## src/rtl/alu_rr_arbiter.sv

```systemverilog
// alu_rr_arbiter: two-requester round-robin front end sharing one combinational 4-bit ALU core.

module alu (
    input  logic [3:0] a,
    input  logic [3:0] b,
    input  logic [2:0] op,
    output logic [7:0] y,
    output logic       err
);
    always_comb begin
        y   = 8'h00;
        err = 1'b0;
        case (op)
            3'b000: y = {4'b0, a} + {4'b0, b};
            3'b001: y = {4'b0, a} - {4'b0, b};
            3'b010: y = {4'b0, a & b};
            3'b011: y = {4'b0, a | b};
            3'b100: y = {4'b0, a ^ b};
            3'b101: y = {~b, ~a};
            3'b110: y = {4'b0, a} * {4'b0, b};
            default: begin
                err = (b == 4'd0);
                y   = err ? 8'h00 : {4'b0, a / b};
            end
        endcase
    end
endmodule

module alu_rr_arbiter #(
    parameter int TAG_W = 2
) (
    input  logic             clk,
    input  logic             rst_n,
    input  logic             req0_valid,
    output logic             req0_ready,
    input  logic [3:0]       req0_a,
    input  logic [3:0]       req0_b,
    input  logic [2:0]       req0_op,
    input  logic [TAG_W-1:0] req0_tag,
    input  logic             req1_valid,
    output logic             req1_ready,
    input  logic [3:0]       req1_a,
    input  logic [3:0]       req1_b,
    input  logic [2:0]       req1_op,
    input  logic [TAG_W-1:0] req1_tag,
    output logic             rsp_valid,
    input  logic             rsp_ready,
    output logic [7:0]       rsp_result,
    output logic             rsp_src,
    output logic [TAG_W-1:0] rsp_tag,
    output logic             rsp_err,
    output logic             busy
);
    typedef enum logic [1:0] {IDLE, EXEC, RESP} state_t;

    state_t           state_q, state_d;
    logic             prio_q, prio_d;
    logic [3:0]       a_q, a_d, b_q, b_d;
    logic [2:0]       op_q, op_d;
    logic [TAG_W-1:0] tag_q, tag_d;
    logic             src_q, src_d;
    logic [7:0]       res_q, res_d;
    logic             rsrc_q, rsrc_d;
    logic [TAG_W-1:0] rtag_q, rtag_d;
    logic             err_q, err_d;
    logic [7:0]       alu_y;
    logic             alu_err;
    logic             idle, gnt, take;

    alu u_alu (.a(a_q), .b(b_q), .op(op_q), .y(alu_y), .err(alu_err));

    // Under contention the pointer decides; a lone requester wins regardless of it.
    assign gnt        = (req0_valid && req1_valid) ? prio_q : req1_valid;
    assign idle       = rst_n && (state_q == IDLE);
    assign req0_ready = idle && req0_valid && !gnt;
    assign req1_ready = idle && req1_valid && gnt;
    assign take       = req0_ready || req1_ready;

    always_comb begin
        state_d = state_q;
        prio_d  = prio_q;
        a_d     = a_q;
        b_d     = b_q;
        op_d    = op_q;
        tag_d   = tag_q;
        src_d   = src_q;
        res_d   = res_q;
        rsrc_d  = rsrc_q;
        rtag_d  = rtag_q;
        err_d   = err_q;
        case (state_q)
            IDLE: if (take) begin
                a_d     = gnt ? req1_a   : req0_a;
                b_d     = gnt ? req1_b   : req0_b;
                op_d    = gnt ? req1_op  : req0_op;
                tag_d   = gnt ? req1_tag : req0_tag;
                src_d   = gnt;
                state_d = EXEC;
            end
            EXEC: begin
                res_d   = alu_y;
                err_d   = alu_err;
                rsrc_d  = src_q;
                rtag_d  = tag_q;
                state_d = RESP;
            end
            RESP: if (rsp_ready) begin
                prio_d  = ~rsrc_q;
                state_d = IDLE;
            end
            default: state_d = IDLE;
        endcase
    end

    always_ff @(posedge clk or negedge rst_n) begin
        if (!rst_n) begin
            state_q <= IDLE;
            prio_q  <= 1'b0;
            a_q     <= '0;
            b_q     <= '0;
            op_q    <= '0;
            tag_q   <= '0;
            src_q   <= 1'b0;
            res_q   <= '0;
            rsrc_q  <= 1'b0;
            rtag_q  <= '0;
            err_q   <= 1'b0;
        end else begin
            state_q <= state_d;
            prio_q  <= prio_d;
            a_q     <= a_d;
            b_q     <= b_d;
            op_q    <= op_d;
            tag_q   <= tag_d;
            src_q   <= src_d;
            res_q   <= res_d;
            rsrc_q  <= rsrc_d;
            rtag_q  <= rtag_d;
            err_q   <= err_d;
        end
    end

    assign rsp_valid  = (state_q == RESP);
    assign busy       = (state_q != IDLE);
    assign rsp_result = res_q;
    assign rsp_src    = rsrc_q;
    assign rsp_tag    = rtag_q;
    assign rsp_err    = err_q;
endmodule

```

## config.mk

```make
export PLATFORM = sky130hd
export DESIGN_NAME = alu_rr_arbiter
export DESIGN_NICKNAME = d
export VERILOG_FILES = /design/src/rtl/alu_rr_arbiter.sv
export SDC_FILE = /design/constraint.sdc
export NUM_CORES = 1
export LEC_CHECK = 0
export ABC_AREA = 1
export BUFFER_PORTS_ARGS = -buffer_cell sky130_fd_sc_hd__buf_2
export CORE_MARGIN = 5
export CORE_UTILIZATION = 45
export CTS_BUF_LIST = sky130_fd_sc_hd__clkbuf_4 sky130_fd_sc_hd__clkbuf_8 sky130_fd_sc_hd__clkbuf_16
export DETAILED_ROUTE_END_ITERATION = 8
export PLACE_DENSITY = 0.7
export SETUP_SLACK_MARGIN = 0.02
export SYNTH_ARGS = -nofsm -noshare
export SYNTH_HDL_FRONTEND = slang
export SYNTH_SLANG_ARGS = --single-unit
export TNS_END_PERCENT = 100
```

## constraint.sdc

```tcl
create_clock -name clk -period 7.15 [get_ports clk]
set_clock_uncertainty 0.15 [all_clocks]
set_input_delay 0.715 -clock clk [delete_from_list [all_inputs] [get_ports clk]]
set_output_delay 0.715 -clock clk [all_outputs]
set_load 0.05 [all_outputs]
```

Word-level counts from Yosys, hierarchy flattened. Index checks and enable logic that the tools add are counted.

Register bits: 29. Output and inout port bits: 16. Word-level logic and storage cells: 58.

$add $sub $neg: 2. Multiply operators: 1. Divide/modulo/power cells: 1. Eq/ne operators: 10. Muxes and demuxes: 11. Bitwise operators: 6. Reductions and logical operators: 16.

Operators by type and width (number): one-hot mux 8 bit (7 select lines) (1); two-way mux 4 bit (3); equality test 3 bit (second input constant) (3); multiplier 4 x 4 -> 8 bit (1); NOT 4 bit (2); OR reduction 7 bit (1); equality test 3 x 2 -> 1 bit (second input constant) (2); logical AND 1 bit (6); two-way mux 2 bit (3); one-hot mux 2 bit (3 select lines) (1); AND reduction 2 bit (3); adder 4 x 4 -> 5 bit (1); subtractor 4 x 4 -> 5 bit (1); bitwise AND 4 bit (1); divider 4 x 4 -> 4 bit (1); zero test 4 bit (1); bitwise OR 4 bit (1); bitwise XOR 4 bit (1); equality test 3 x 1 -> 1 bit (second input constant) (1); zero test 3 bit (1); two-way mux 3 bit (1); equality test 2 x 1 -> 1 bit (second input constant) (1); equality test 2 bit (second input constant) (1); zero test 2 bit (1); 7 further kinds (8).

Logic depth before layout (Yosys ltp). Gate-level depths: netlist (run 1).

Word-level depth: 7. Mapped depth: 26. Mapped depth without buffers: 26.

Hierarchy. A second synthesis (run 1) with hierarchy kept.

Cells, all modules: 434. Area, all modules: 2969.1 um^2.

By module, submodules not included: alu (instances 1, cells each 245, area an instance 1531.5 um^2); alu_rr_arbiter (instances 1, cells each 189, area an instance 1437.6 um^2).

Worst setup path before layout (run 1). Ideal clock, no wire load.

Path kind: reg2reg. Start: register b_q[0]. End: register res_q[0], in the netlist rsp_result[0]. Setup time: 134 ps. Arrival time: 3507 ps. Slack: 3359 ps. Cell stages (with the launch flop): 25. Clock period less this slack: 3791 ps. Path through: dfrtp_1 -> inv_1 -> ha_1 -> nor2_1 -> nor2_1 -> o21ai_0 -> inv_1 -> ha_1 -> o21ai_0 -> a21boi_2 -> nand2_1 -> o21ai_0 -> ha_1 -> nand2_1 -> inv_1 -> o21ai_0 -> nand3_1 -> inv_1 -> nand2_1 -> o21ai_0 -> ha_1 -> a21oi_1 -> o211ai_1 -> nand3_1 -> nand3_1.

Longest elaborated chain between the ends: 3. Elaborated cells on any way between the ends: 10.

RTL lines: from (decl) (RTL line 58) `logic [3:0] a_q, a_d, b_q, b_d;`; from (signal assigned) (RTL line 120) `b_q <= '0;`; from (signal assigned) (RTL line 132) `b_q <= b_d;`; divider 4 x 4 -> 4 bit / zero test 4 bit (equally long branches) (RTL line 23, 22); two-way mux 4 bit (RTL line 23) `y = err ? 8'h00 : {4'b0, a / b};`; one-hot mux 8 bit (7 select lines) * (RTL line 13) `case (op)`; to (signal assigned) (RTL line 136) `res_q <= res_d;`; to (decl) (RTL line 62) `logic [7:0] res_q, res_d;`.

Every way passes the cells marked *; elsewhere a longest branch is shown, timed or not. A chain may end at the register's enable or synchronous reset.

Worst setup path after layout (run 1). Ends and elaborated chain as after synthesis.

==> impl_metrics.xml, run 1 <==
<?xml version="1.0" encoding="UTF-8"?>
<metrics>
  <group name="routing">
    <metric name="routed_via_density" unit="">5.226</metric>
    <metric name="first_iter_violations" unit="">210</metric>
    <metric name="route.final.wire_length" unit="um">7139</metric>
    <metric name="post_drt_wl_per_cell" unit="um">14.05</metric>
    <metric name="ant_nets" unit="">0</metric>
    <metric name="drt_pre_antenna_iters" unit="">4</metric>
    <metric name="via_count" unit="">2655</metric>
    <metric name="drc" unit="">0</metric>
  </group>
  <group name="synth">
    <metric name="synth_compound_gate_area_share" unit="">0.1307</metric>
    <metric name="syn_nets" unit="">460</metric>
    <metric name="syn_area" unit="mm^2">0.002728</metric>
    <metric name="synthTopCellsByArea" unit="">sky130_fd_sc_hd__dfrtp_1 (27%), sky130_fd_sc_hd__ha_1 (17%), sky130_fd_sc_hd__nand2_1 (11%)</metric>
    <metric name="synth_cells" unit="">386</metric>
    <metric name="synth_enable_flop_cells" unit="">0</metric>
    <metric name="async_flop_share" unit="">1.000</metric>
    <metric name="synth_top_area_cell" unit="">sky130_fd_sc_hd__dfrtp_1</metric>
    <metric name="ys_seq_area_frac" unit="">0.2661</metric>
    <metric name="synth_xor_area_frac" unit="">0.009633</metric>
    <metric name="synth_cell_type_count" unit="">31</metric>
    <metric name="synth_top_family_by_area" unit="">simple AND/OR/NAND/NOR gates</metric>
    <metric name="muxShareOfSynthArea" unit="">0</metric>
    <metric name="synth_top_area_frac" unit="">0.2661</metric>
    <metric name="post_synth_and_or_nand_nor_area_fraction" unit="">0.2748</metric>
    <metric name="yosys_most_used_dff" unit="">sky130_fd_sc_hd__dfrtp_1</metric>
    <metric name="synth_area_per_cell" unit="um^2">7.066</metric>
    <metric name="synth-adder-area-share" unit="">0.2138</metric>
    <metric name="ys_warn_count" unit="">0</metric>
    <metric name="synth_seq_cells" unit="">29</metric>
  </group>
  <group name="cts">
    <metric name="tritoncts" unit="">built</metric>
    <metric name="post_cts.resized_instances" unit="">0</metric>
    <metric name="cts_buffers" unit="">5</metric>
    <metric name="clkLatencyLatePin" unit="ns">0.27</metric>
    <metric name="path_clk_slew" unit="ns">0.07</metric>
    <metric name="clk_root_buffer_cell" unit="">sky130_fd_sc_hd__clkbuf_8</metric>
    <metric name="clock_tree.htree_level_count" unit="">2</metric>
    <metric name="clock_path_buffers" unit="">2</metric>
    <metric name="cts_num_sinks" unit="">29</metric>
    <metric name="post_cts_repair_setup_buffers" unit="">0</metric>
    <metric name="cts_hold_repair.buffers" unit="">0</metric>
  </group>
  <group name="floorplan">
    <metric name="die_height" unit="um">87.86</metric>
    <metric name="dieWidth" unit="um">87.86</metric>
    <metric name="die-area" unit="mm^2">0.007719</metric>
    <metric name="ioPinCount" unit="">47</metric>
    <metric name="floorplan.rows" unit="">28</metric>
    <metric name="floorplan.core_area" unit="mm^2">0.005921</metric>
    <metric name="initial_utilization" unit="">0.4607</metric>
  </group>
  <group name="timing">
    <metric name="post-route-min-period" unit="ns">4.358</metric>
    <metric name="hold-worst-slack" unit="ns">0.3183</metric>
    <metric name="worstMarginPinSlew" unit="ns">0.8349</metric>
    <metric name="relSlewSlack" unit="">0.4414</metric>
    <metric name="grt_setup_unrepaired" unit="">no</metric>
    <metric name="count_of_endpoints_failing_setup_in_the_final_report" unit="">0</metric>
    <metric name="finalMaxSlewViolations" unit="">0</metric>
    <metric name="min_period_over_period" unit="">0.6096</metric>
    <metric name="tns" unit="ns">0</metric>
    <metric name="hold_viol_final" unit="">0</metric>
    <metric name="f_max" unit="MHz">229.4</metric>
  </group>
  <group name="finish">
    <metric name="layout.nets" unit="">506</metric>
    <metric name="filler_cell_count" unit="">588</metric>
    <metric name="final_design_area_no_fill" unit="mm^2">0.003141</metric>
    <metric name="synthToLayoutAreaGrowth" unit="%">15.14</metric>
    <metric name="antenna_cells_inserted" unit="">0</metric>
    <metric name="post_route_cells_drive_above_1_share" unit="">0.1524</metric>
  </group>
  <group name="placement">
    <metric name="gpl.final_weighted_congestion" unit="">0.9431</metric>
    <metric name="portbufs" unit="">46</metric>
    <metric name="place_area" unit="mm^2">0.003007</metric>
    <metric name="detailed_place_hpwl" unit="um">5752</metric>
  </group>
  <group name="critical_path">
    <metric name="cell_type_group_with_the_largest_total_delay_on_the_critical_path" unit="">adder cells</metric>
    <metric name="count_of_buffer_and_inverter_cells_on_the_critical_path" unit="">5</metric>
    <metric name="timing.critical_path.required" unit="ns">7.21</metric>
    <metric name="category_of_the_worst_setup_path_capture_point" unit="">flip-flop</metric>
    <metric name="crit_slowest_cell" unit="">sky130_fd_sc_hd__dfrtp_1</metric>
    <metric name="timing.critical_path.from_type" unit="">flip-flop</metric>
    <metric name="critical_path.max_fanout" unit="">8</metric>
    <metric name="cp.arrival" unit="ns">4.42</metric>
    <metric name="crit_path_max_incr_delay" unit="ns">0.50</metric>
    <metric name="path_class" unit="">flip-flop to flip-flop</metric>
  </group>
  <group name="pwr">
    <metric name="worst_ir_drop_vdd" unit="uV">303.4</metric>
    <metric name="static-leakage-power" unit="nW">1.763</metric>
    <metric name="power.density" unit="mW/mm^2">534.7</metric>
  </group>
  <group name="global_routing">
    <metric name="gr-total-overflow" unit="">0</metric>
    <metric name="grt_max_degree" unit="">31</metric>
    <metric name="grt_antenna_before_repair" unit="">0</metric>
    <metric name="grt_use_total" unit="">0.1971</metric>
    <metric name="grt_pass1_wl" unit="um">11940</metric>
    <metric name="grt_pass1_vias" unit="">2559</metric>
  </group>
  <group name="flow_run">
    <metric name="max_cap_viols" unit="">0</metric>
  </group>
  <group name="status">
    <metric name="run_status" unit="">completed</metric>
  </group>
  <group name="worst_hold_path">
    <metric name="min-delay-path-class" unit="">input pin to async pin</metric>
  </group>
</metrics>
[routing by layer]
metal	routed length, um	GRT usage	vias up
met5	0	0	-
met4	231	0.07671	0
met3	429	0.03575	18
met2	3193	0.3116	99
met1	3284	0.2673	1197
li1	-	-	1341
[cell usage after synthesis, types with 2 or more instances]
cell and number:
sky130_fd_sc_hd__nor2_2 2, sky130_fd_sc_hd__buf_6 2, sky130_fd_sc_hd__clkbuf_1 2, sky130_fd_sc_hd__o22ai_1 14
sky130_fd_sc_hd__buf_2 3, sky130_fd_sc_hd__nand3_1 33, sky130_fd_sc_hd__inv_1 59, sky130_fd_sc_hd__o21ai_0 27
sky130_fd_sc_hd__o31ai_1 2, sky130_fd_sc_hd__nor2_1 47, sky130_fd_sc_hd__nand2_1 82, sky130_fd_sc_hd__fa_1 6
sky130_fd_sc_hd__inv_2 4, sky130_fd_sc_hd__ha_1 37, sky130_fd_sc_hd__nand4_1 2, sky130_fd_sc_hd__nand3b_1 2
sky130_fd_sc_hd__xor2_1 3, sky130_fd_sc_hd__a21oi_1 11, sky130_fd_sc_hd__dfrtp_1 29, sky130_fd_sc_hd__or2_2 2
sky130_fd_sc_hd__nor3_1 7
[through the flow]
stage                     cells  power [mW]    util  worst slack (ns)
after floorplan             386       1.193       -             3.359
after global placement      500       1.431  0.5078             3.091
after detailed placement    500       1.471  0.5078             2.843
after CTS                   508       1.680  0.5304             2.817
after global routing        508       1.854  0.5304             2.411
final                       508       1.679  0.5304             2.792
[final cells by class]
class / count / area, um^2 / share of cell area
sequential: 29 / 725.7 / 0.2311
clock inverter: 3 / 65.06 / 0.02072
tap: 75 / 93.84 / 0.02988
timing repair buffer: 46 / 230.2 / 0.07331
clock buffer: 5 / 68.82 / 0.02191
inverter: 64 / 241.5 / 0.07689
multi-input combinational: 286 / 1715 / 0.5462
[cell usage in the layout, fill, tap and decap left out, types with 11 or more instances in the layout]
master / n
sky130_fd_sc_hd__nand2_1: 82
sky130_fd_sc_hd__inv_1: 59
sky130_fd_sc_hd__nor2_1: 47
sky130_fd_sc_hd__buf_2: 46
sky130_fd_sc_hd__ha_1: 37
sky130_fd_sc_hd__nand3_1: 33
sky130_fd_sc_hd__dfrtp_1: 29
sky130_fd_sc_hd__o21ai_0: 27
sky130_fd_sc_hd__o22ai_1: 14
sky130_fd_sc_hd__a21oi_1: 11
[logic make-up (layout without fill, tap and decap cells)]
family | Yosys count | count (layout)
flip-flops | 29 | 29
AND/OR/NAND/NOR | 179 | 179
AO/OA/AOI/OAI | 61 | 61
XOR/XNOR | 3 | 3
buffers and inverters | 71 | 118
adder cells (fa/ha/maj) | 43 | 43
[sequential cells by signal (all words and copies together), names as in the netlist]
signal / cells
a_q: 4
b_q: 4
op_q: 3
prio_q: 1
rsp_err: 1
rsp_result: 8
rsp_src: 1
rsp_tag: 2
src_q: 1
state_q: 2
tag_q: 2
[power breakdown]
group	switching [mW]	leakage (nW)	internal (mW)	total, mW
Combinational	0.741	1.33	0.408	1.15
Sequential	0.0990	0.363	0.231	0.330
Clock	0.0615	0.0681	0.138	0.200
[final timing paths]
kind / from / to / slack (ns) / cells after the start
worst max register to register: b_q[0]$_DFFE_PN0P_ / rsp_result[0]$_DFFE_PN0N_ / 2.79 / 25
min in group clk: rsp_result[4]$_DFFE_PN0N_ / rsp_result[4]$_DFFE_PN0N_ / 0.33 / 2
worst max-delay path: b_q[0]$_DFFE_PN0P_ / rsp_result[0]$_DFFE_PN0N_ / 2.79 / 25
worst min-delay path: rst_n / rsp_result[1]$_DFFE_PN0N_ / 0.32 / 1
max in group asynchronous: rst_n / b_q[0]$_DFFE_PN0P_ / 6.09 / 1
worst min register to register: rsp_result[4]$_DFFE_PN0N_ / rsp_result[4]$_DFFE_PN0N_ / 0.33 / 2
(Power assumes the default switching activity.)
==> run 2, diff against run 1 <==
Clock period 7.15 ns to 4.4 ns, I/O delays scaled along.
==> run 2 against run 1 <==
Effect of this change: non-clock buffer count increased by 6; via count increased by 1.1%; sequential power grew 60%; sequential cell count stayed put; worst setup slack lost 2.5 ns; combinational power up 68%; die area is the same; critical endpoint unchanged; routed wire length shrank 2.3%; final cell count up 1.2%; clock power up 5%; power grew 59%; first-iteration DRC count shrank 22%.
==> impl_metrics.xml, run 2 (synthesized netlist as in run 1, its figures left out) <==
<?xml version="1.0" encoding="UTF-8"?>
<metrics>
  <group name="routing">
    <metric name="first_iter_violations" unit="">164</metric>
    <metric name="route.final.wire_length" unit="um">6974</metric>
    <metric name="routed_via_density" unit="">5.222</metric>
    <metric name="via_count" unit="">2684</metric>
    <metric name="post_drt_wl_per_cell" unit="um">13.57</metric>
    <metric name="ant_nets" unit="">0</metric>
    <metric name="drt_pre_antenna_iters" unit="">5</metric>
    <metric name="drc" unit="">0</metric>
  </group>
  <group name="timing">
    <metric name="grt_setup_unrepaired" unit="">no</metric>
    <metric name="f_max" unit="MHz">245.3</metric>
    <metric name="count_of_endpoints_failing_setup_in_the_final_report" unit="">0</metric>
    <metric name="hold_viol_final" unit="">0</metric>
    <metric name="finalMaxSlewViolations" unit="">0</metric>
    <metric name="relSlewSlack" unit="">0.4865</metric>
    <metric name="tns" unit="ns">0</metric>
    <metric name="post-route-min-period" unit="ns">4.077</metric>
    <metric name="worstMarginPinSlew" unit="ns">0.7673</metric>
    <metric name="min_period_over_period" unit="">0.9265</metric>
  </group>
  <group name="cts">
    <metric name="clock_tree.htree_level_count" unit="">2</metric>
    <metric name="cts_hold_repair.buffers" unit="">0</metric>
    <metric name="cts_buffers" unit="">5</metric>
    <metric name="cts_num_sinks" unit="">29</metric>
    <metric name="clk_root_buffer_cell" unit="">sky130_fd_sc_hd__clkbuf_8</metric>
    <metric name="clkLatencyLatePin" unit="ns">0.27</metric>
    <metric name="tritoncts" unit="">built</metric>
    <metric name="clock_path_buffers" unit="">2</metric>
    <metric name="path_clk_slew" unit="ns">0.07</metric>
  </group>
  <group name="pwr">
    <metric name="static-leakage-power" unit="nW">1.771</metric>
    <metric name="worst_ir_drop_vdd" unit="uV">377.4</metric>
    <metric name="report.power.total" unit="mW">2.667</metric>
    <metric name="power.density" unit="mW/mm^2">848.3</metric>
  </group>
  <group name="status">
    <metric name="run_status" unit="">completed</metric>
  </group>
  <group name="finish">
    <metric name="post_route_cells_drive_above_1_share" unit="">0.1708</metric>
    <metric name="layout.nets" unit="">512</metric>
    <metric name="multiInputGateArea" unit="mm^2">0.001719</metric>
    <metric name="final_design_area_no_fill" unit="mm^2">0.003144</metric>
    <metric name="final_util" unit="">0.5311</metric>
    <metric name="final_common_cell" unit="">sky130_fd_sc_hd__nand2_1</metric>
    <metric name="commonest_non_fill_non_tap_cells_in_the_layout" unit="">sky130_fd_sc_hd__nand2_1 (82), sky130_fd_sc_hd__inv_1 (59), sky130_fd_sc_hd__nor2_1 (47)</metric>
    <metric name="filler_cell_count" unit="">587</metric>
    <metric name="synthToLayoutAreaGrowth" unit="%">15.28</metric>
    <metric name="antenna_cells_inserted" unit="">0</metric>
    <metric name="largest_register_ff_count" unit="">8</metric>
    <metric name="area.sequential" unit="um^2">728.2</metric>
  </group>
  <group name="floorplan">
    <metric name="initial_utilization" unit="">0.4607</metric>
    <metric name="die-area" unit="mm^2">0.007719</metric>
    <metric name="floorplan.rows" unit="">28</metric>
    <metric name="ioPinCount" unit="">47</metric>
    <metric name="die_height" unit="um">87.86</metric>
    <metric name="floorplan.core_area" unit="mm^2">0.005921</metric>
    <metric name="dieWidth" unit="um">87.86</metric>
  </group>
  <group name="global_routing">
    <metric name="globalRouteMet3Util" unit="">0.02352</metric>
    <metric name="grt_max_degree" unit="">31</metric>
    <metric name="global_route.usage.met2" unit="">0.3171</metric>
    <metric name="groute.layer.met1.usage" unit="">0.2570</metric>
    <metric name="grt_pass1_wl" unit="um">11540</metric>
    <metric name="grt_use_total" unit="">0.1894</metric>
    <metric name="grt_busiest_layer" unit="">met2</metric>
    <metric name="grt_antenna_before_repair" unit="">0</metric>
    <metric name="gr-total-overflow" unit="">0</metric>
    <metric name="grt_pass1_vias" unit="">2580</metric>
  </group>
  <group name="critical_path">
    <metric name="category_of_the_worst_setup_path_capture_point" unit="">flip-flop</metric>
    <metric name="cp.arrival" unit="ns">4.13</metric>
    <metric name="critical_path.max_fanout" unit="">8</metric>
    <metric name="path_class" unit="">flip-flop to flip-flop</metric>
    <metric name="timing.critical_path.required" unit="ns">4.45</metric>
    <metric name="timing.critical_path.from_type" unit="">flip-flop</metric>
    <metric name="regToRegSetupSlack" unit="ns">0.32</metric>
  </group>
  <group name="placement">
    <metric name="detailed_place_hpwl" unit="um">5639</metric>
    <metric name="place_area" unit="mm^2">0.003029</metric>
    <metric name="gpl.final_weighted_congestion" unit="">0.9879</metric>
    <metric name="portbufs" unit="">46</metric>
  </group>
  <group name="worst_hold_path">
    <metric name="min-delay-path-class" unit="">input pin to async pin</metric>
  </group>
  <group name="flow_run">
    <metric name="max_cap_viols" unit="">0</metric>
  </group>
</metrics>
run 2: changes by cell type in the layout (fill, tap and decap cells not counted), sizes merged:
| cell | delta |
|---|---|
| clkinv | +1 |
| bufinv | -2 |
| clkbuf | +1 |
| buf | +6 |
run 2: layout make-up:
class / instances / area share
Inverter: 64 / 0.07680
Sequential cell: 29 / 0.2316
Clock buffer: 6 / 0.02427
Tap cell: 75 / 0.02984
Timing Repair Buffer: 52 / 0.08754
Multi-Input combinational cell: 286 / 0.5468
Clock inverter: 2 / 0.003183
run 2: timing repair:
| item | in CTS | in global routing |
|---|---|---|
| gates resized for setup | 0 | 4 |
| endpoints found under the setup margin | 0 | 1 |
| setup buffers | 0 | 3 |
run 2: worst paths after layout:
kind | to | startpoint | cells after the start
max | rsp_result[0]$_DFFE_PN0N_ | a_q[3]$_DFFE_PN0P_ | 25
min | rsp_result[7]$_DFFE_PN0N_ | rst_n | 1
max reg2reg | rsp_result[0]$_DFFE_PN0N_ | a_q[3]$_DFFE_PN0P_ | 25
min reg2reg | rsp_result[4]$_DFFE_PN0N_ | rsp_result[4]$_DFFE_PN0N_ | 2
max in group asynchronous | a_q[3]$_DFFE_PN0P_ | rst_n | 1
min in group clk | state_q[1]$_DFFE_PN0P_ | rsp_ready | 2
run 2: critical path, cell delays in order (launching register included):
cell and delay (ns):
sky130_fd_sc_hd__dfrtp_2 0.47, sky130_fd_sc_hd__ha_1 0.33, sky130_fd_sc_hd__nor2_1 0.09, sky130_fd_sc_hd__nor2_1 0.07, sky130_fd_sc_hd__o21ai_2 0.14, sky130_fd_sc_hd__inv_1 0.08, sky130_fd_sc_hd__ha_1 0.30, sky130_fd_sc_hd__o21ai_0 0.12
sky130_fd_sc_hd__a21boi_2 0.24, sky130_fd_sc_hd__nand2_1 0.10, sky130_fd_sc_hd__o21a_1 0.12, sky130_fd_sc_hd__ha_1 0.28, sky130_fd_sc_hd__inv_1 0.05, sky130_fd_sc_hd__nor2_1 0.12, sky130_fd_sc_hd__o21ai_0 0.12, sky130_fd_sc_hd__nand3_1 0.15
sky130_fd_sc_hd__inv_1 0.11, sky130_fd_sc_hd__nand2_1 0.06, sky130_fd_sc_hd__o21ai_0 0.10, sky130_fd_sc_hd__ha_1 0.31, sky130_fd_sc_hd__inv_1 0.05, sky130_fd_sc_hd__nor2_1 0.08, sky130_fd_sc_hd__nand3_1 0.07, sky130_fd_sc_hd__o211ai_1 0.09
sky130_fd_sc_hd__nand3_1 0.09, sky130_fd_sc_hd__nand3_1 0.11
run 2: stage by stage:
step | cells | hold WS (ns) | worst slack, ns
final | 514 | 0.03430 | 0.3234
after global routing | 514 | 0.09387 | 0.02222
after CTS | 511 | 0.04863 | 0.1559
after detailed placement | 503 | 0.3123 | 0.1758
after global placement | 503 | 0.3124 | 0.4223
after floorplan | 386 | -0.005591 | 0.6093
run 2: power breakdown:
group          switching [mW]  internal (mW)
combinational            1.23          0.704
clock                  0.0939          0.115
sequential              0.149          0.378
run 2: per-layer routing:
layer / up-vias / wire length (um)
met5: - / 0
met4: 0 / 93
met3: 8 / 426
met2: 98 / 3305
met1: 1222 / 3150
li1: 1356 / -
==> run 3, diff against run 2 <==
Settings changed: HOLD_SLACK_MARGIN from default to 0.05, SYNTH_HIERARCHICAL from default to 1.
Clock period 4.4 ns to 4.6 ns, I/O delays scaled along.
==> run 3 against run 2 <==
Effect of this change: register-to-register slack gained 0.27 ns; synthesized area grew 8.9%; sequential cell count is the same; combinational power shrank 9%; critical path depth shrank 1; via count grew 3.5%.
==> impl_metrics.xml, run 3 <==
<?xml version="1.0" encoding="UTF-8"?>
<metrics>
  <group name="status">
    <metric name="run_status" unit="">completed</metric>
  </group>
  <group name="critical_path">
    <metric name="critical_path.max_fanout" unit="">8</metric>
    <metric name="timing.critical_path.from_type" unit="">flip-flop</metric>
    <metric name="cp.arrival" unit="ns">4.02</metric>
    <metric name="timing.critical_path.required" unit="ns">4.62</metric>
    <metric name="category_of_the_worst_setup_path_capture_point" unit="">flip-flop</metric>
    <metric name="path_class" unit="">flip-flop to flip-flop</metric>
  </group>
  <group name="synth">
    <metric name="ys_warn_count" unit="">6</metric>
    <metric name="synth_enable_flop_cells" unit="">0</metric>
    <metric name="syn_area" unit="mm^2">0.002969</metric>
    <metric name="synth_seq_cells" unit="">29</metric>
    <metric name="yosys_most_used_dff" unit="">sky130_fd_sc_hd__dfrtp_1</metric>
    <metric name="yosys.cell_count.top_type" unit="">sky130_fd_sc_hd__nand2_1</metric>
    <metric name="synth_area_per_cell" unit="um^2">6.841</metric>
    <metric name="synth_common_cells" unit="">sky130_fd_sc_hd__nand2_1 (134), sky130_fd_sc_hd__inv_1 (74), sky130_fd_sc_hd__nand3_1 (56), sky130_fd_sc_hd__ha_1 (37), sky130_fd_sc_hd__dfrtp_1 (29)</metric>
    <metric name="synth_cell_type_count" unit="">36</metric>
    <metric name="synth_cells" unit="">434</metric>
    <metric name="async_flop_share" unit="">1.000</metric>
    <metric name="syn_nets" unit="">508</metric>
    <metric name="ys_seq_area_frac" unit="">0.2444</metric>
    <metric name="synth_top_area_frac" unit="">0.2444</metric>
    <metric name="synth_top_area_cell" unit="">sky130_fd_sc_hd__dfrtp_1</metric>
    <metric name="synthTopCellsByArea" unit="">sky130_fd_sc_hd__dfrtp_1 (24%), sky130_fd_sc_hd__nand2_1 (17%), sky130_fd_sc_hd__ha_1 (16%)</metric>
  </group>
  <group name="cts">
    <metric name="tritoncts" unit="">built</metric>
    <metric name="clock_path_buffers" unit="">2</metric>
    <metric name="post_cts_repair_setup_buffers" unit="">0</metric>
    <metric name="clkLatencyLatePin" unit="ns">0.28</metric>
    <metric name="cts_num_sinks" unit="">29</metric>
    <metric name="cts_hold_repair.buffers" unit="">0</metric>
    <metric name="clk_root_buffer_cell" unit="">sky130_fd_sc_hd__clkbuf_8</metric>
    <metric name="cts_buffers" unit="">5</metric>
    <metric name="path_clk_slew" unit="ns">0.06</metric>
    <metric name="post_cts.resized_instances" unit="">0</metric>
    <metric name="clock_tree.htree_level_count" unit="">2</metric>
  </group>
  <group name="placement">
    <metric name="portbufs" unit="">46</metric>
    <metric name="place.detailed.instances" unit="">548</metric>
    <metric name="gpl.final_weighted_congestion" unit="">0.9403</metric>
    <metric name="dpl_worst_slack" unit="ns">0.6243</metric>
    <metric name="detailed_place_hpwl" unit="um">5795</metric>
  </group>
  <group name="routing">
    <metric name="post_drt_wl_per_cell" unit="um">12.94</metric>
    <metric name="ant_nets" unit="">0</metric>
    <metric name="drt_pre_antenna_iters" unit="">4</metric>
    <metric name="route.final.wire_length" unit="um">7183</metric>
    <metric name="first_iter_violations" unit="">123</metric>
    <metric name="via_count" unit="">2777</metric>
    <metric name="drc" unit="">0</metric>
    <metric name="routed_via_density" unit="">5.004</metric>
  </group>
  <group name="finish">
    <metric name="post_route_cells_drive_above_1_share" unit="">0.1590</metric>
    <metric name="area.sequential" unit="um^2">725.7</metric>
    <metric name="antenna_cells_inserted" unit="">0</metric>
    <metric name="fin_cells" unit="">555</metric>
    <metric name="final_common_cell" unit="">sky130_fd_sc_hd__nand2_1</metric>
    <metric name="synthToLayoutAreaGrowth" unit="%">12.60</metric>
    <metric name="commonest_non_fill_non_tap_cells_in_the_layout" unit="">sky130_fd_sc_hd__nand2_1 (134), sky130_fd_sc_hd__inv_1 (74), sky130_fd_sc_hd__nand3_1 (56)</metric>
    <metric name="largest_register_ff_count" unit="">8</metric>
    <metric name="filler_cell_count" unit="">650</metric>
    <metric name="layout.nets" unit="">552</metric>
    <metric name="multiInputGateArea" unit="mm^2">0.001876</metric>
  </group>
  <group name="pwr">
    <metric name="internal_power" unit="mW">1.152</metric>
    <metric name="report.power.total" unit="mW">2.536</metric>
    <metric name="static-leakage-power" unit="nW">2.029</metric>
    <metric name="p_sw_frac" unit="">0.5459</metric>
    <metric name="worst_ir_drop_vdd" unit="uV">657.8</metric>
    <metric name="part_of_the_total_power_dissipated_in_combinational_logic" unit="">0.695</metric>
    <metric name="power.density" unit="mW/mm^2">758.5</metric>
    <metric name="power.clock.fraction" unit="">0.098</metric>
    <metric name="switchingPower" unit="mW">1.384</metric>
    <metric name="power_share_of_the_sequential_group" unit="">0.207</metric>
  </group>
  <group name="timing">
    <metric name="worstMarginPinSlew" unit="ns">0.7075</metric>
    <metric name="post-route-min-period" unit="ns">4.002</metric>
    <metric name="count_of_endpoints_failing_setup_in_the_final_report" unit="">0</metric>
    <metric name="grt_setup_unrepaired" unit="">no</metric>
    <metric name="relSlewSlack" unit="">0.5284</metric>
    <metric name="hold_viol_final" unit="">0</metric>
    <metric name="f_max" unit="MHz">249.9</metric>
    <metric name="finalMaxSlewViolations" unit="">0</metric>
    <metric name="min_period_over_period" unit="">0.8700</metric>
    <metric name="tns" unit="ns">0</metric>
    <metric name="layout_setup_ws" unit="ns">0.5979</metric>
  </group>
  <group name="flow_run">
    <metric name="max_cap_viols" unit="">0</metric>
  </group>
  <group name="global_routing">
    <metric name="grt_pass1_wl" unit="um">12620</metric>
    <metric name="grt_pass1_vias" unit="">2715</metric>
    <metric name="grt_antenna_before_repair" unit="">0</metric>
    <metric name="grt_use_total" unit="">0.1812</metric>
    <metric name="grt_max_degree" unit="">32</metric>
    <metric name="gr-total-overflow" unit="">0</metric>
  </group>
  <group name="floorplan">
    <metric name="die-area" unit="mm^2">0.008323</metric>
    <metric name="dieWidth" unit="um">91.23</metric>
    <metric name="die_height" unit="um">91.23</metric>
    <metric name="floorplan.rows" unit="">29</metric>
    <metric name="floorplan.core_area" unit="mm^2">0.006386</metric>
    <metric name="ioPinCount" unit="">47</metric>
    <metric name="initial_utilization" unit="">0.4649</metric>
  </group>
  <group name="worst_hold_path">
    <metric name="min-delay-path-class" unit="">input pin to async pin</metric>
  </group>
</metrics>
## run 3: changes by cell type after synthesis, sizes merged, moves of 3 or more
cell    previous run  this run
nor2              49        23
o21ai             28        13
o22ai             14         1
nor3               7         4
buf                5         9
nand2             82       138
nand4              2         5
nand3b             2         7
nand3             33        57
inv               63        80
## run 3: power groups by stage
stage          clock network, mW  logic [mW]  registers, mW
2_1_floorplan                  0        1.26          0.606
6_report                   0.248        1.76          0.526
3_5_place_dp                   0        1.74          0.527
4_1_cts                    0.257        1.76          0.524
5_1_grt                    0.268        2.04          0.544
3_3_place_gp                   0        1.69          0.521
## run 3: worst paths after layout
kind / start / end / slack (ns) / cells after the start
worst max-delay path: b_q[0]$_DFFE_PN0P_ / rsp_result[0]$_DFFE_PN0N_ / 0.60 / 24
worst min-delay path: rst_n / rsp_result[3]$_DFFE_PN0N_ / 0.08 / 1
worst max register to register: b_q[0]$_DFFE_PN0P_ / rsp_result[0]$_DFFE_PN0N_ / 0.60 / 24
worst min register to register: rsp_result[5]$_DFFE_PN0N_ / rsp_result[5]$_DFFE_PN0N_ / 0.32 / 2
max in group asynchronous: rst_n / a_q[3]$_DFFE_PN0P_ / 3.76 / 1
min in group clk: rsp_ready / state_q[1]$_DFFE_PN0P_ / 0.24 / 2
## run 3: cells by family (layout without fill, tap and decap cells)
logic type	after synthesis	in the layout	synth area share
flip-flops	29	29	0.2444
AO/OA/AOI/OAI	29	29	0.05394
buffers and inverters	91	135	0.1239
AND/OR/NAND/NOR	239	239	0.3725
adder cells (fa/ha/maj)	43	43	0.1964
XOR/XNOR	3	3	0.008851
## run 3: final cells by class
cell class	instances	area share
multi-input combinational	314	0.5610
sequential	29	0.2171
inverter	81	0.09094
timing repair buffer	47	0.07111
tap	77	0.02882
clock buffer	5	0.02058
clock inverter	2	0.01048
## run 3: layer usage
layer / global-route usage / vias to the layer above / wire length (um)
li1: - / 1441 / -
met1: 0.2495 / 1260 / 3322
met2: 0.2945 / 62 / 3417
met3: 0.02314 / 14 / 282
met4: 0.05868 / 0 / 161
met5: 0 / - / 0
## run 3: worst max-delay path: stages, from the launching register on
cell and delay [ns]:
sky130_fd_sc_hd__dfrtp_1 0.48, sky130_fd_sc_hd__inv_1 0.17, sky130_fd_sc_hd__ha_1 0.31, sky130_fd_sc_hd__nand3_1 0.10, sky130_fd_sc_hd__nand2_1 0.12, sky130_fd_sc_hd__inv_1 0.05, sky130_fd_sc_hd__ha_1 0.29, sky130_fd_sc_hd__o21ai_0 0.08
sky130_fd_sc_hd__nand2_1 0.06, sky130_fd_sc_hd__nand2_1 0.12, sky130_fd_sc_hd__nand2_1 0.07, sky130_fd_sc_hd__o21ai_1 0.12, sky130_fd_sc_hd__ha_1 0.31, sky130_fd_sc_hd__nand2_1 0.11, sky130_fd_sc_hd__nand3_1 0.10, sky130_fd_sc_hd__or2_2 0.28
sky130_fd_sc_hd__nand3_1 0.08, sky130_fd_sc_hd__nand2_1 0.06, sky130_fd_sc_hd__ha_1 0.29, sky130_fd_sc_hd__a21oi_1 0.14, sky130_fd_sc_hd__o21ai_0 0.09, sky130_fd_sc_hd__o21ai_1 0.12, sky130_fd_sc_hd__nand2_1 0.05, sky130_fd_sc_hd__nand3_1 0.07
sky130_fd_sc_hd__nand2_1 0.06
## run 3: through the flow
stage	cell area, um^2	hold WS, ns	utilization
floorplan	2969	0.01441	-
global placement	3239	0.3018	0.5072
detailed placement	3239	0.3046	0.5072
CTS	3343	0.09755	0.5235
global route	3343	0.1331	0.5235
finish	3343	0.08156	0.5235
